File: config.mk
export PLATFORM = sky130hd
export DESIGN_NAME = array_serializer_tx
export DESIGN_NICKNAME = d
export VERILOG_FILES = /design/src/rtl/array_serializer_tx.sv
export SDC_FILE = /design/constraint.sdc
export NUM_CORES = 1
export LEC_CHECK = 0
export CAP_MARGIN = 20
export CORE_MARGIN = 4
export CORE_UTILIZATION = 52
export CTS_BUF_LIST = sky130_fd_sc_hd__clkbuf_16
export DETAILED_ROUTE_END_ITERATION = 8
export PLACE_DENSITY = 0.86
export SLEW_MARGIN = 10
export SYNTH_ARGS = -nofsm -noshare
export SYNTH_HDL_FRONTEND = slang
export SYNTH_SLANG_ARGS = --single-unit
File: constraint.sdc
create_clock -name clk -period 4.8 [get_ports clk]
set_input_delay 0.48 -clock clk [delete_from_list [all_inputs] [get_ports clk]]
set_output_delay 0.48 -clock clk [all_outputs]
set_load 0.01 [all_outputs]
File: src/rtl/array_serializer_tx.sv
// array_serializer_tx: frame serializer. It captures N words of W bits in one
// valid/ready handshake and sends them as a 1-bit valid/ready stream, MSB first,
// starting with word 0.
// Optional feature: define ARRAY_SERIALIZER_TX_PARITY_EN to append one even-parity
// bit to every frame. That bit carries s_last instead of the last data bit.
//
// Handshake rules (both ports): a beat moves on a rising edge where valid && ready.
// Once s_valid is asserted, s_valid, s_data and s_last hold stable until the beat
// moves. The only exception is abort, which withdraws s_valid.
// in_ready is combinational: it is high in IDLE, except while abort is high.
module array_serializer_tx #(
  parameter int W = 10,
  parameter int N = 5
) (
  input  logic         clk,
  input  logic         rst_n,
  input  logic         in_valid,
  output logic         in_ready,
  input  logic [W-1:0] in_data [0:N-1],
  input  logic         abort,
  output logic         s_valid,
  input  logic         s_ready,
  output logic         s_data,
  output logic         s_last,
  output logic         busy,
  output logic [1:0]   dbg_state
);

  localparam int BW = (W > 1) ? $clog2(W) : 1;
  localparam int WW = (N > 1) ? $clog2(N) : 1;
  localparam logic [BW-1:0] BIT_MAX  = BW'(W - 1);
  localparam logic [WW-1:0] WORD_MAX = WW'(N - 1);

  localparam logic [1:0] ST_IDLE   = 2'd0;
  localparam logic [1:0] ST_SHIFT  = 2'd1;
`ifdef ARRAY_SERIALIZER_TX_PARITY_EN
  localparam logic [1:0] ST_PARITY = 2'd2;
`endif

  logic [1:0]    state;
  logic [W-1:0]  frame [0:N-1];
  logic [BW-1:0] bit_cnt;
  logic [WW-1:0] word_cnt;
  logic [W-1:0]  cur_word;
  logic          last_data;
  logic          xfer;

`ifdef ARRAY_SERIALIZER_TX_PARITY_EN
  logic par_q;
  logic par_in;

  // Even parity over the whole incoming frame. It is latched at capture so the
  // parity bit never depends on in_data after the handshake.
  always_comb begin
    par_in = 1'b0;
    for (int i = 0; i < N; i++) par_in = par_in ^ (^in_data[i]);
  end
`endif

  // Select the word being shifted and flag the final data bit of the frame.
  always_comb begin
    cur_word  = frame[word_cnt];
    last_data = (state == ST_SHIFT) && (word_cnt == WORD_MAX) && (bit_cnt == BIT_MAX);
    xfer      = s_valid && s_ready;
  end

  // Output decode. Every output comes from registered state; abort only gates in_ready.
  always_comb begin
    in_ready  = (state == ST_IDLE) && !abort;
    s_valid   = (state != ST_IDLE);
    busy      = (state != ST_IDLE);
    dbg_state = state;
    s_data    = 1'b0;
    s_last    = 1'b0;
    case (state)
      ST_SHIFT: begin
        s_data = cur_word[BIT_MAX - bit_cnt];
`ifndef ARRAY_SERIALIZER_TX_PARITY_EN
        s_last = last_data;
`endif
      end
`ifdef ARRAY_SERIALIZER_TX_PARITY_EN
      ST_PARITY: begin
        s_data = par_q;
        s_last = 1'b1;
      end
`endif
      default: begin
        s_data = 1'b0;
        s_last = 1'b0;
      end
    endcase
  end

  // Sequencer: capture, bit/word counting, end of frame and abort.
  always_ff @(posedge clk or negedge rst_n) begin
    if (!rst_n) begin
      state    <= ST_IDLE;
      bit_cnt  <= '0;
      word_cnt <= '0;
      for (int i = 0; i < N; i++) frame[i] <= '0;
`ifdef ARRAY_SERIALIZER_TX_PARITY_EN
      par_q    <= 1'b0;
`endif
    end else if (abort) begin
      state    <= ST_IDLE;
      bit_cnt  <= '0;
      word_cnt <= '0;
    end else begin
      case (state)
        ST_IDLE: begin
          if (in_valid && in_ready) begin
            frame    <= in_data;
            bit_cnt  <= '0;
            word_cnt <= '0;
            state    <= ST_SHIFT;
`ifdef ARRAY_SERIALIZER_TX_PARITY_EN
            par_q    <= par_in;
`endif
          end
        end
        ST_SHIFT: begin
          if (xfer) begin
            if (bit_cnt == BIT_MAX) begin
              bit_cnt <= '0;
              if (last_data) begin
                // Clear word_cnt instead of wrapping past the last word.
                word_cnt <= '0;
`ifdef ARRAY_SERIALIZER_TX_PARITY_EN
                state    <= ST_PARITY;
`else
                state    <= ST_IDLE;
`endif
              end else begin
                word_cnt <= word_cnt + 1'b1;
              end
            end else begin
              bit_cnt <= bit_cnt + 1'b1;
            end
          end
        end
`ifdef ARRAY_SERIALIZER_TX_PARITY_EN
        ST_PARITY: begin
          if (xfer) state <= ST_IDLE;
        end
`endif
        default: state <= ST_IDLE;
      endcase
    end
  end

endmodule

# Word level (Yosys, flattened, before mapping)
# Cells that the tools add are included.
[classes]
add_sub_neg = 3
n_lt_le_gt_ge = 2
n_eq_ne = 7
muxes = 24
n_bitwise = 2
reduce_logical = 13
[ops]
columns = ["cell", "n"]
rows = [
  ["$bmux W10 S3", 1],
  ["$mux W10", 2],
  ["$mux W4", 4],
  ["$mux W3", 5],
  ["$mux W2", 5],
  ["$pmux W4 S2", 1],
  ["$reduce_and A4 Y1", 2],
  ["$ne A3 B2 Y1 const B", 2],
  ["$ne A3 B3 Y1 const B", 2],
  ["$pmux W3 S2", 1],
  ["$reduce_and A3 Y1", 2],
  ["$logic_and A1 B1 Y1", 5],
  ["$lt A4 B5 Y1 const B", 1],
  ["$add A4 B1 Y4 const B", 1],
  ["$bmux W1 S4", 1],
  ["$eq A4 B4 Y1 const B", 1],
  ["$ge A4 B4 Y1 const B", 1],
  ["$not A3 Y4", 1],
  ["$pmux W2 S2", 1],
  ["$sub A4 B4 Y4 const A", 1],
  ["$add A3 B1 Y3 const B", 1],
  ["$eq A3 B3 Y1 const B", 1],
  ["$mux W1", 3],
  ["$reduce_bool A3 Y1", 1],
  ["other kinds (5)", 5],
]
[word_totals]
regBits = 59
input_bits = 55
output_inout_bits = 7
elab_cells = 59

# Depth between registers and ports, before layout
# Gate-level depths: netlist of the first run.
[depth]
ltp_word = 8
depth_mapped = 9
mapped_depth_nobuf = 7

# Worst setup path after synthesis of the first run
# OpenSTA, ideal clock, no wires.
[synth_timing]
path_kind = "reg-to-output"
from = "reg bit_cnt[1]"
to = "out s_data"
arrival_time_ns = 1.732
required_ns = 4.320
slack_ns = 2.588
stages_incl_launch_ff = 10
path_buffers = 2
path_cell_list = "dfrtp_1 -> buf_4 -> clkbuf_8 -> inv_1 -> ha_1 -> xnor2_1 -> nor4b_1 -> and3_4 -> nor4_2 -> o31ai_1"
[synth_via]
elab_chain_cells = 4
[synth_rtl]
columns = ["element", "line", "rtl"]
rows = [
  ["start: declaration", "42", "logic [BW-1:0] bit_cnt;"],
  ["start signal: assignment", "138", "bit_cnt <= bit_cnt + 1'b1;"],
  ["$sub A4 B4 Y4", "77", "s_data = cur_word[BIT_MAX - bit_cnt];"],
  ["$bmux W1 S4", "77", ""],
  ["$mux W1 (not written as such)", "77", ""],
  ["$mux W1", "75", "case (state)"],
  ["end: declaration", "23", "output logic s_data,"],
]
# Every way passes these cells. The select of a mux whose other input is x is not followed.

# Final worst setup path of the first run
# Ends and elaborated chain as after synthesis.

==> run metrics, run 1 <==
Int Pwr=0.00128 W; placer congestion estimate=0.792; number of buffers added on ports=60; setup tns final=0 ns; H-tree lvl count=3; max-capacitance violation count=0; drt first pass iters=4; wire per inst=17.2 µm; full die area=0.00689 mm²; Starting Density=53.5%; Crit Path Max Fanout=18; hpwl dp=between 4000 and 5000 µm; standard-cell rows=27; slowest CP cell=dfrtp_1; CP Data Arrival Time=roughly 3.1 ns; vias in the first global route=between 2000 and 2500; Final Hold Viols=0; total routed wirelength=5980 µm; Most used DFF post-synth=dfrtp_1; first-pass GRT wire length=10300 µm; sequential fraction of the synthesis area=49.6%; largest net degree at the start of global routing=59; PwrDens=approximately 440 mW/mm²; delay-heaviest family, CP=simple AND/OR/NAND/NOR gates; Clock Skew=0.00106 ns; #FFs+latches synth=slightly below 60; CP Launch Type=register; Post-synth EDFFs=0; WP depth=8; nets@finish=331; Worst R2R Start=bit_cnt[0]; cell area after synthesis=0.00293 mm²; Critical Path End=s_data; CP Capture Type=output pin; P_leak=~1.6 nW; slowest stage delay, CP=0.74 ns; total power=roughly 0.0017 W; Worst-Margin Slew=1.01 ns; Crit Reg-Reg Endpoint=word_cnt[0]; post-CTS sizing=0; Flop pwr share=41.1%; Clock Tree Buf Depth=2; syn_area_per_cell=13.6 µm²; net count after synthesis=275; YS warnings=0; net switching power=0.000404 W; residual DRC count=0; Sw Share=24.0%; Num Clock Sinks=58; initial antenna violation count=0; post-synthesis mux area share=28.8%; HP Class=in2async; compound-cell area share of the yosys netlist=6.32%; CP cell instances=inv_1 -> ha_1 -> xnor2_1 -> nor4b_1 -> and4_1 -> nor4_2 -> o31ai_1 -> clkdlybuf4s50_1; die height=83.0 µm; Die W=83.0 µm; Critical path buffers and inverters=2; DRT iter0 DRCs=~120; logic gate share of total power=19.7%; vias per cell=5.54; Area Overhead vs Synth=29.4%; Post-Synth XOR/XNOR Area=less than 1%; number of vias in the routed layout=1927; Worst R2R Path Depth=4; Antenna diodes=0; CTS tree=yes; Tcrit/Tclk final=between 70% and 80%; Hold-fix buffers, CTS=0; FF-to-FF setup slack=2.54 ns; clock group share of total power=slightly below 40%; Final setup violation count=0; commonest non-fill, non-tap cell in the layout=clkdlybuf4s50_1; Worst-path clk slew=roughly 0.05 ns; Synth Area in Adders=2.14%; worst vdd ir=0.288 mV; simple-gate share of the synthesized area=6.32%; io pins=62; asr flop ratio synth=between 90% and 100%; All-Layer GR Usage=19.0%; core area=0.00547 mm²; Max-slew headroom=32.5%; CTS Buf Count=9; post-route ant nets=0; CTS root buffer=clkbuf_16; max-slew violation count=0; Yosys cell types=between 40 and 50; largest family of logic cells by synthesized area=multiplexers; CP startpoint=bit_cnt[1]; status=finished, final reports clean; Remaining Overflow, GRT=0; layout cell share with drive strength beyond 1=29.7%; maximum clock frequency=0.279 GHz; Worst-Skew Late Latency=0.32 ns; fin crit period=between 3 and 4 ns; most frequent cells in the layout=clkdlybuf4s50_1 (59), dfrtp_1 (58), mux2_2 (52), nor2_1 (9), clkbuf_16 (9); RSZ-0062 raised after global routing=false; worst endpoint required time=4.32 ns; Post-CTS Setup Bufs=0; cell count after synthesis=215; CP Class=reg2out
[cell type report]
cell class	count	area [µm²]
Clock buffer	9	225
Tap cell	72	90.1
Sequential cell	58	1450
Inverter	7	26.3
Clock inverter	7	85.1
Timing Repair Buffer	62	623
Fill cell	389	1680
Multi-Input combinational cell	133	1290
[cells by family after synthesis]
logic type / Yosys count
buffers and inverters: 24
adders and majority gates: 5
other: 1
muxes: 66
and+or+nand+nor: 34
xor gates and xnor gates: 1
AOI/OAI and AO/OA: 26
DFF: 58
[through the flow]
step / utilization [%] / hold WS (ns) / setup WS [ns] / instance area [µm²] / cells
after floorplan: - / 0.184 / 2.59 / 2930 / 215
after global placement: 63.2 / 0.486 / 1.65 / 3460 / 331
after detailed placement: 63.2 / 0.492 / 1.59 / 3460 / 331
after CTS: 68.9 / 0.327 / 1.23 / 3770 / 347
after global routing: 69.3 / 0.363 / 1.04 / 3790 / 348
final: 69.3 / 0.288 / 1.22 / 3790 / 348
[flip-flops by register name, summed over array words and instances (netlist names)]
name / count
bit_cnt: 4
dbg_state: 1
frame: 50
word_cnt: 3
[routing by layer]
metal	up-vias	wire (µm)	track usage, %
li1	894	-	-
met3	12	378	6.94
met1	958	2490	22.8
met2	63	3000	31.0
met4	0	113	7.43
met5	-	0	0
[worst min-delay path by stage]
stage                 end  slack, ns
6_report        frame[38]       0.29
4_1_cts         frame[39]       0.33
5_1_grt         frame[39]       0.36
3_3_place_gp    frame[26]       0.49
2_1_floorplan  bit_cnt[0]       0.18
3_5_place_dp    frame[48]       0.49
[cells in the mapped netlist (2+ instances only)]
master     n  area [µm²]
a22o_1     3        26.3
a211oi_1   2        15.0
buf_4      4        30.0
buf_6      2        22.5
o41ai_1    2        17.5
inv_1      7        26.3
nand2_1    8        30.0
dfrtp_1   58        1450
and2_1     2        12.5
o31ai_1    2        15.0
mux4_2     8         180
nand3_1    4        20.0
o21ai_1    2        10.0
a21oi_1    3        15.0
ha_1       5        62.6
nor3b_1    2        15.0
o21ai_0    5        25.0
buf_2      5        25.0
mux2i_1    5        50.1
mux2_2    52         586
buf_12     2        40.0
nor2_1     9        33.8
a211o_1    2        17.5
clkbuf_8   3        41.3
[power by group through the flow]
stage          logic, W  registers [W]  clock network [W]
6_report       0.000332       0.000692           0.000659
2_1_floorplan  0.000260       0.000658                  0
4_1_cts        0.000333       0.000693           0.000670
3_5_place_dp   0.000327       0.000700                  0
3_3_place_gp   0.000317       0.000694                  0
5_1_grt        0.000362       0.000708           0.000692
Power figures use the tool's default switching activity.
==> run 2: changes to the inputs <==
--- a/config.mk
+++ b/config.mk
@@ -7,10 +7,10 @@
 export LEC_CHECK = 0
 export CAP_MARGIN = 20
 export CORE_MARGIN = 4
-export CORE_UTILIZATION = 52
+export CORE_UTILIZATION = 46
 export CTS_BUF_LIST = sky130_fd_sc_hd__clkbuf_16
 export DETAILED_ROUTE_END_ITERATION = 8
-export PLACE_DENSITY = 0.86
+export PLACE_DENSITY = 0.81
 export SLEW_MARGIN = 10
 export SYNTH_ARGS = -nofsm -noshare
 export SYNTH_HDL_FRONTEND = slang
==> constraint.sdc (replaced) <==
create_clock -name clk -period 3.2 [get_ports clk]
set_input_delay 0.32 -clock clk [delete_from_list [all_inputs] [get_ports clk]]
set_output_delay 0.32 -clock clk [all_outputs]
set_load 0.01 [all_outputs]
==> run 2 against run 1 <==
Die area grew 12%. Global-route usage shrank 1.8 points. Core utilization shrank 6.6 points. Critical endpoint unchanged. Largest power group unchanged.
==> run metrics, run 2 (synthesized netlist as in run 1, its figures left out) <==
status=finished, final reports clean; placed inst area=0.00351 mm² (+1.5%); DRT iter0 DRCs=97 (-18%); standard-cell rows=28 (+3.7%); Top Registers=frame (50), bit_cnt (4), word_cnt (3); Layout Utilization=62.6% (-6.6 points); CP Launch Type=register; number of buffers added on ports=60 (unchanged); CP Class=reg2out; Worst-Skew Late Latency=0.33 ns (about the same); Area Overhead vs Synth=29.7%; P_leak=1.55 nW (about the same); Tcrit/Tclk final=94.9%; die height=87.8 µm (+5.7%); cell area after layout=0.00380 mm² (+0.17%); residual DRC count=0 (unchanged); full die area=0.00771 mm² (+12%); io pins=62 (unchanged); Starting Density=48.3% (-5.2 points); max-slew violation count=0 (unchanged); Hold-fix buffers, CTS=0 (unchanged); placer congestion estimate=0.887 (+12%); Crit Path Max Fanout=15 (-3); RSZ-0062 raised after global routing=false; layout cell share with drive strength beyond 1=30.2% (+0.51 points); CTS tree=yes; commonest non-fill, non-tap cell in the layout=clkdlybuf4s50_1; number of vias in the routed layout=1913 (-0.73%); Largest register FFs=50 (unchanged); post-CTS sizing=0 (unchanged); area of the multi-input gates=0.00129 mm² (unchanged); first-pass GRT wire length=9780 µm (-4.9%); Die W=87.8 µm (+5.7%); Final Hold Viols=0 (unchanged); Largest Register=frame; PwrDens=647 mW/mm² (+46%); dpl ws=0.512 ns (-1.08 ns); CP Capture Type=output pin; core area=0.00606 mm² (+11%); max-capacitance violation count=0 (unchanged); setup tns final=0 ns (unchanged); HP Class=in2async; worst vdd ir=0.385 mV (+34%); Worst-path clk slew=0.05 ns (about the same); hpwl dp=4290 µm (+6.3%); register area=0.00145 mm² (unchanged); wire per inst=16.8 µm (-2.3%); CTS root buffer=clkbuf_16; CP Data Arrival Time=2.72 ns (-0.38 ns); Setup WS post-layout=0.165 ns (-1.06 ns); total routed wirelength=5930 µm (-0.85%); Clock Skew=0.00386 ns (+0.00280 ns); nets@finish=333 (+0.60%); Remaining Overflow, GRT=0 (unchanged); maximum clock frequency=0.329 GHz; most frequent cells in the layout=clkdlybuf4s50_1 (59), dfrtp_1 (58), mux2_2 (52), nor2_1 (9), clkbuf_16 (9); Antenna diodes=0 (unchanged); fill count=476 (+22%); largest net degree at the start of global routing=35 (-41%); initial antenna violation count=0 (unchanged); Post-CTS Setup Bufs=0 (unchanged); Max-slew headroom=51.2% (+19 points); Num Clock Sinks=58 (unchanged); fin crit period=a little over 3 ns; Clock Tree Buf Depth=2 (unchanged); drt first pass iters=4 (unchanged); All-Layer GR Usage=17.1% (-1.8 points); Final setup violation count=0 (unchanged); vias in the first global route=2023 (-5.4%); CTS Buf Count=9 (unchanged); post-route ant nets=0 (unchanged); Worst-Margin Slew=0.732 ns (-0.280 ns); FF-to-FF setup slack=1.21 ns (-1.33 ns); vias per cell=5.42 (-2.1%); worst endpoint required time=2.88 ns (-1.44 ns); H-tree lvl count=3 (unchanged)
-- run 2: per-layer routing --
metal | vias up | global-route usage, % | share of wire [%]
li1 | 903 | - | -
met1 | 956 | 21.7 | 44
met2 | 44 | 26.6 | 49
met3 | 10 | 5.46 | 4.8
met4 | 0 | 8.37 | 1.9
met5 | - | 0 | 0
-- run 2: final cells by class --
type,count,share of cell area (%)
clock inverters,7,1.58
well taps,75,2.47
clock buffers,9,5.93
inverters,7,0.692
multi-input cells,133,33.9
flip-flops and latches,58,38.2
repair buffers,64,17.1
-- run 2: critical path, stage by stage, from the launching register on --
cell and delay, ns:
dfrtp_1 0.70, mux4_1 0.63, and4_1 0.22, nor4_2 0.21
o31ai_1 0.13, clkdlybuf4s50_1 0.50
-- run 2: worst paths after layout --
path	start	cells after the start	to
hold / removal	rst_n	1	frame[29]
max in group asynchronous	rst_n	2	frame[2]
min in group clk	frame[26]	1	frame[26]
setup / recovery	word_cnt[0]	5	s_data
hold reg to reg	frame[26]	1	frame[26]
setup reg to reg	dbg_state[0]	4	frame[1]
-- run 2: where the power goes --
part           leakage (nW)  switching, W  internal, W
clock                 0.140      0.000322     0.000591
sequential            0.696      0.000126     0.000914
combinational         0.714      0.000166     0.000337
total                  1.55      0.000614      0.00184
-- run 2: metrics by stage --
stage	std cells	total power (W)	hold slack (ns)
6_report	353	0.00246	0.0504
5_1_grt	353	0.00258	0.105
4_1_cts	353	0.00248	0.0760
3_5_place_dp	337	0.00155	0.428
3_3_place_gp	337	0.00153	0.418
2_1_floorplan	215	0.00138	0.0244
==> RTL change 1, RTL diff (settings of run 2) <==
Add a define of `ARRAY_SERIALIZER_TX_PARITY_EN`.
--- a/src/rtl/array_serializer_tx.sv
+++ b/src/rtl/array_serializer_tx.sv
@@ -8,6 +8,8 @@
 // Once s_valid is asserted, s_valid, s_data and s_last hold stable until the beat
 // moves. The only exception is abort, which withdraws s_valid.
 // in_ready is combinational: it is high in IDLE, except while abort is high.
+`define ARRAY_SERIALIZER_TX_PARITY_EN
+
 module array_serializer_tx #(
   parameter int W = 10,
   parameter int N = 5
Behaviour: no difference found for any inputs over 10 cycles, from zero or initial values and one cycle with rst_n low; that may be too few to reach the edited logic, so the function may still have changed.
==> RTL change 1 against run 2 <==
- routed wire length grew 24%
- setup slack improved by 0.21 ns
- die area up 14%
- cell area increased by 16%
- global-route usage grew 0.97 points
- area after synthesis is 16% higher
- clock skew about the same
- sequential share of layout area down 4.0 points
- sequential cell count up 2
- critical path type unchanged
- highest routed layer unchanged
Power is not compared: it rests on default switching activity, and its combinational part moved more than twofold at a synthesized area within 25%.
==> RTL change 1: results (changes against run 2) <==
Overall global routing resource usage: 18.1% (+0.97 points)
Post-DP HPWL: 5650 um (+32%)
Final hold violation count: 0 (unchanged)
Sequential area share after synthesis: 44.4% (-5.2 points)
Largest net degree at the start of global routing: 38 (+8.6%)
Arr. time, crit path: 2.51 ns (-0.21 ns)
Vias in the first global route: 2461 (+22%)
Slew margin rel.: 50.0% (-1.2 points)
Commonest cells in the netlist: dfrtp_1, mux2_2, xnor2_1
Status: complete, no violations
Crit path max fanout: 6 (-9)
Synthesized net count: 331 (+20%)
Dpl cell area: 4100 um^2 (+17%)
Post-Synthesis Cells: 267 (+24%)
Fraction of registers with async set/reset: 100% (unchanged)
Worst Clk Skew: 0.00368 ns (-0.000189 ns)
Initial antenna violation count: 0 (unchanged)
RR Startpoint: dbg_state[1]$_DFFE_PN0P_
First-pass GRT wire length: 12100 um (+24%)
Routed WL: 7320 um (+24%)
Fin nets: 399 (+20%)
Placer congestion estimate: 0.787 (-11%)
Count of cell types in the netlist: 37 (-12%)
Starting DRT DRC Count: 117 (+21%)
Routed vias/inst: 5.36 (-1.1%)
Port bufs: 61 (+1.7%)
Cells after DPL: 419 (+24%)
Layout cells sized above 1: 23.9% (-6.3 points)
Final cell count without fillers: 435 (+23%)
Cells taking the most area after synthesis: dfrtp_1, mux2_2, xnor2_1
R2R cell count: 7 (+3)
## RTL change 1: cell count changes in the layout (fill, tap and decap cells not counted), moves of 3 or more
cell,delta
a21oi_1,+3
buf_4,+3
ha_1,+4
inv_1,+7
mux4_1,+3
nand2_1,+3
nor2_1,-4
o21ai_0,+7
xnor2_1,+38
xor2_1,+7
## RTL change 1: power by group
| group | internal (uW) | leakage, uW | switching [uW] | total (uW) |
|---|---|---|---|---|
| clock network | 584 | 0.000146 | 321 | 906 |
| registers | 1070 | 0.000719 | 215 | 1280 |
| logic | 764 | 0.000958 | 462 | 1230 |
## RTL change 1: final timing paths
check / endpoint / slack, ns
max in group asynchronous: bit_cnt[0]$_DFFE_PN0P_ / 1.81
min reg2reg: frame[26]$_DFFE_PN0P_ / 0.50
max reg2reg: frame[46]$_DFFE_PN0P_ / 0.91
min: frame[23]$_DFFE_PN0P_ / 0.50
max: s_data / 0.37
min in group clk: frame[26]$_DFFE_PN0P_ / 0.50
## RTL change 1: area by class of cell
| type | instances | area, um^2 |
|---|---|---|
| Timing Repair Buffer | 68 | 667 |
| Multi-Input combinational cell | 185 | 1790 |
| Fill cell | 562 | 2580 |
| Tap cell | 96 | 120 |
| Sequential cell | 60 | 1500 |
| Clock buffer | 9 | 225 |
| Clock inverter | 6 | 50.0 |
| Inverter | 11 | 41.3 |
## RTL change 1: metrics by stage
| step | setup WS (ns) | total power (uW) |
|---|---|---|
| 6_report | 0.373 | 3410 |
| 5_1_grt | 0.286 | 3600 |
| 4_1_cts | 0.0418 | 3420 |
| 3_5_place_dp | 0.325 | 2500 |
| 3_3_place_gp | 0.347 | 2450 |
| 2_1_floorplan | 0.952 | 2130 |
## RTL change 1: critical path, stage by stage, from the launching register on
cell and delay [ns]:
dfrtp_2 0.44, mux4_1 0.56, mux4_2 0.48, a31o_1 0.23, o211ai_1 0.21, a21boi_1 0.09
dlymetal6s2s_1 0.18
## RTL change 1: cell families (layout without fill, tap and decap cells)
| logic type | count (synthesis) | in the layout | synth area share (%) |
|---|---|---|---|
| xor+xnor | 48 | 48 | 13.2 |
| buf+inv | 22 | 94 | 2.89 |
| flops | 60 | 60 | 44.4 |
| mux | 66 | 66 | 25.9 |
| simple gates | 29 | 29 | 3.96 |
| compound gates | 33 | 33 | 6.25 |
| fa+ha+maj | 9 | 9 | 3.33 |
## RTL change 1: routing by layer
metal,vias to the layer above,share of wire (%),global-route usage (%)
li1,1092,-,-
met1,1166,42,22.6
met2,60,51,29.8
met3,13,5.4,5.53
met4,0,1.8,6.02
met5,-,0,0
## RTL change 1: timing repair
item | in CTS | in global routing
gates resized for setup | 1 | 4
pin swaps | 0 | 1
endpoints found under the setup margin | 1 | 1
hold buffers | 1 | 0
hold endpoints to repair | 23 | 0
==> RTL change 2, RTL diff (settings of run 2) <==
Without the edit above. Compare `bit_cnt` against `BIT_MAX` with >= in place of ==.
--- a/src/rtl/array_serializer_tx.sv
+++ b/src/rtl/array_serializer_tx.sv
@@ -121,7 +121,7 @@
         end
         ST_SHIFT: begin
           if (xfer) begin
-            if (bit_cnt == BIT_MAX) begin
+            if (bit_cnt >= BIT_MAX) begin
               bit_cnt <= '0;
               if (last_data) begin
                 // Clear word_cnt instead of wrapping past the last word.
Formal check against the unedited RTL: no difference found for any inputs over 10 cycles, from zero or initial values and one cycle with rst_n low; that may be too few to reach the edited logic, so the function may still have changed.
==> RTL change 2 against run 2 <==
- cell area increased by 0.33%
- setup slack better by 0.11 ns
- sequential cell count stayed put
- total power grew 4.1%
- routed wire length is essentially flat
- area after synthesis up 0.85%
- utilization increased by 0.21 points
- hold slack lost 0.025 ns
==> RTL change 2: results (changes against run 2) <==
Worst-path clk slew: 0.05 ns (about the same)
Placer congestion estimate: 0.887 (about the same)
Worst r2r dst: frame[34]$_DFFE_PN0P_
Reg2Reg Setup Slack: 1.24 ns (+0.03 ns)
Status: complete, no violations
Met3 Usage GRT: 4.05% (-1.4 points)
First-pass GRT wire length: 9790 um (+0.14%)
Layout cells sized above 1: 25.5% (-4.7 points)
CP max-delay cell: ha_1
CP startpoint: bit_cnt[2]$_DFFE_PN0P_
Commonest cells in the netlist: dfrtp_1, mux2_2, nand3_1
Max VDD drop: 431 uV (+12%)
Synth Area in Compound Gates: 6.02% (-0.31 points)
Cells taking the most area after synthesis: dfrtp_1, mux2_2, mux4_1
LEAKAGE: 0.00155 uW (-0.20%)
Setup crit end: s_data
Synthesized net count: 283 (+2.9%)
XOR/XNOR Fraction of Synth Area: 0.890% (+0.59 points)
Multiplexer area fraction after synthesis: 28.2% (-0.54 points)
Clk root buf: clkbuf_16
Starting DRT DRC Count: 122 (+26%)
Crit path max fanout: 12 (-3)
Adder-Cell Fraction of Synth Area: 2.12% (-0.018 points)
Grt met1 use: 21.2% (-0.45 points)
Count of cell types in the netlist: 43 (+2.4%)
Internal power: 1900 uW (+3.3%)
Worst Clk Skew: 0.00361 ns (-0.000254 ns)
Tcrit/Tclk final: 91.6% (-3.3 points)
Overall global routing resource usage: 16.6% (-0.47 points)
Largest net degree at the start of global routing: 31 (-11%)
Worst Max-Slew Pin Slew: 0.639 ns (-0.0939 ns)
Post-placement setup slack: 0.621 ns (+0.109 ns)
WL/cell: 16.4 um (-2.2%)
Routed vias/inst: 5.43 (+0.14%)
Port bufs: 60 (unchanged)
HP Class: input port to async pin
Fin nets: 341 (+2.4%)
Post-DP HPWL: 4210 um (-1.8%)
Vias in the first global route: 2080 (+2.8%)
YS warnings: 0 (unchanged)
Fill cells: 472 (-0.84%)
Max incr delay on CP: 0.50 ns (-0.20 ns)
Sequential area share after synthesis: 49.2% (-0.42 points)
-- RTL change 2: cell count changes after synthesis, sizes merged, moves of 3 or more --
cell | before | now
nand3 | 4 | 11
a2111oi | 0 | 4
a31oi | 0 | 4
buf | 13 | 17
mux2i | 5 | 9
mux4 | 9 | 5
nor2b | 1 | 5
a22o | 3 | 0
clkbuf | 4 | 1
nand2 | 8 | 5
-- RTL change 2: power by group through the flow --
stage          Clock (uW)  Combinational [uW]  Sequential (uW)
5_1_grt               927                 690             1070
4_1_cts               892                 640             1050
2_1_floorplan           0                 490             1010
3_3_place_gp            0                 621             1050
3_5_place_dp            0                 633             1060
6_report              877                 631             1050
-- RTL change 2: worst min path at each step --
stage / slack (ns) / to / startpoint
floorplan: 0.02 / bit_cnt[0]$_DFFE_PN0P_ / rst_n
CTS: 0.05 / frame[10]$_DFFE_PN0P_ / rst_n
finish: 0.03 / frame[10]$_DFFE_PN0P_ / rst_n
detailed placement: 0.38 / frame[2]$_DFFE_PN0P_ / rst_n
global placement: 0.38 / frame[10]$_DFFE_PN0P_ / rst_n
global route: 0.08 / frame[10]$_DFFE_PN0P_ / rst_n
-- RTL change 2: per-layer routing --
layer  part of all wire, %  vias up
met5                     0        -
met4                   2.4        0
met3                   5.8       16
met2                    48       59
met1                    43      952
li1                      -      932
-- RTL change 2: final cells by class --
class / count / share of cell area, %
multi-input cells: 142 / 34.7
clock inverters: 7 / 1.38
inverters: 5 / 0.493
clock buffers: 9 / 5.91
repair buffers: 65 / 17.0
flip-flops and latches: 58 / 38.1
well taps: 75 / 2.46
-- RTL change 2: cells by family after synthesis --
kind of cell,count (synthesis)
AOI/OAI and AO/OA,24
muxes,68
xor gates and xnor gates,3
buffers and inverters,23
other,1
and+or+nand+nor,41
DFF,58
adders and majority gates,5
-- RTL change 2: metrics by stage --
| stage | cells | cell area, um^2 | power, uW |
|---|---|---|---|
| global placement | 345 | 3530 | 1670 |
| detailed placement | 345 | 3530 | 1690 |
| global route | 361 | 3810 | 2690 |
| floorplan | 223 | 2950 | 1500 |
| finish | 361 | 3810 | 2560 |
| CTS | 361 | 3810 | 2580 |
-- RTL change 2: worst max-delay path: cells and delay by family (launching register included) --
family / cells / cell delay [ns]
AO/OA/AOI/OAI: 2 / 0.53
adder cells (fa/ha/maj): 1 / 0.50
buffers and inverters: 2 / 0.58
flip-flops: 1 / 0.37
AND/OR/NAND/NOR: 3 / 0.31
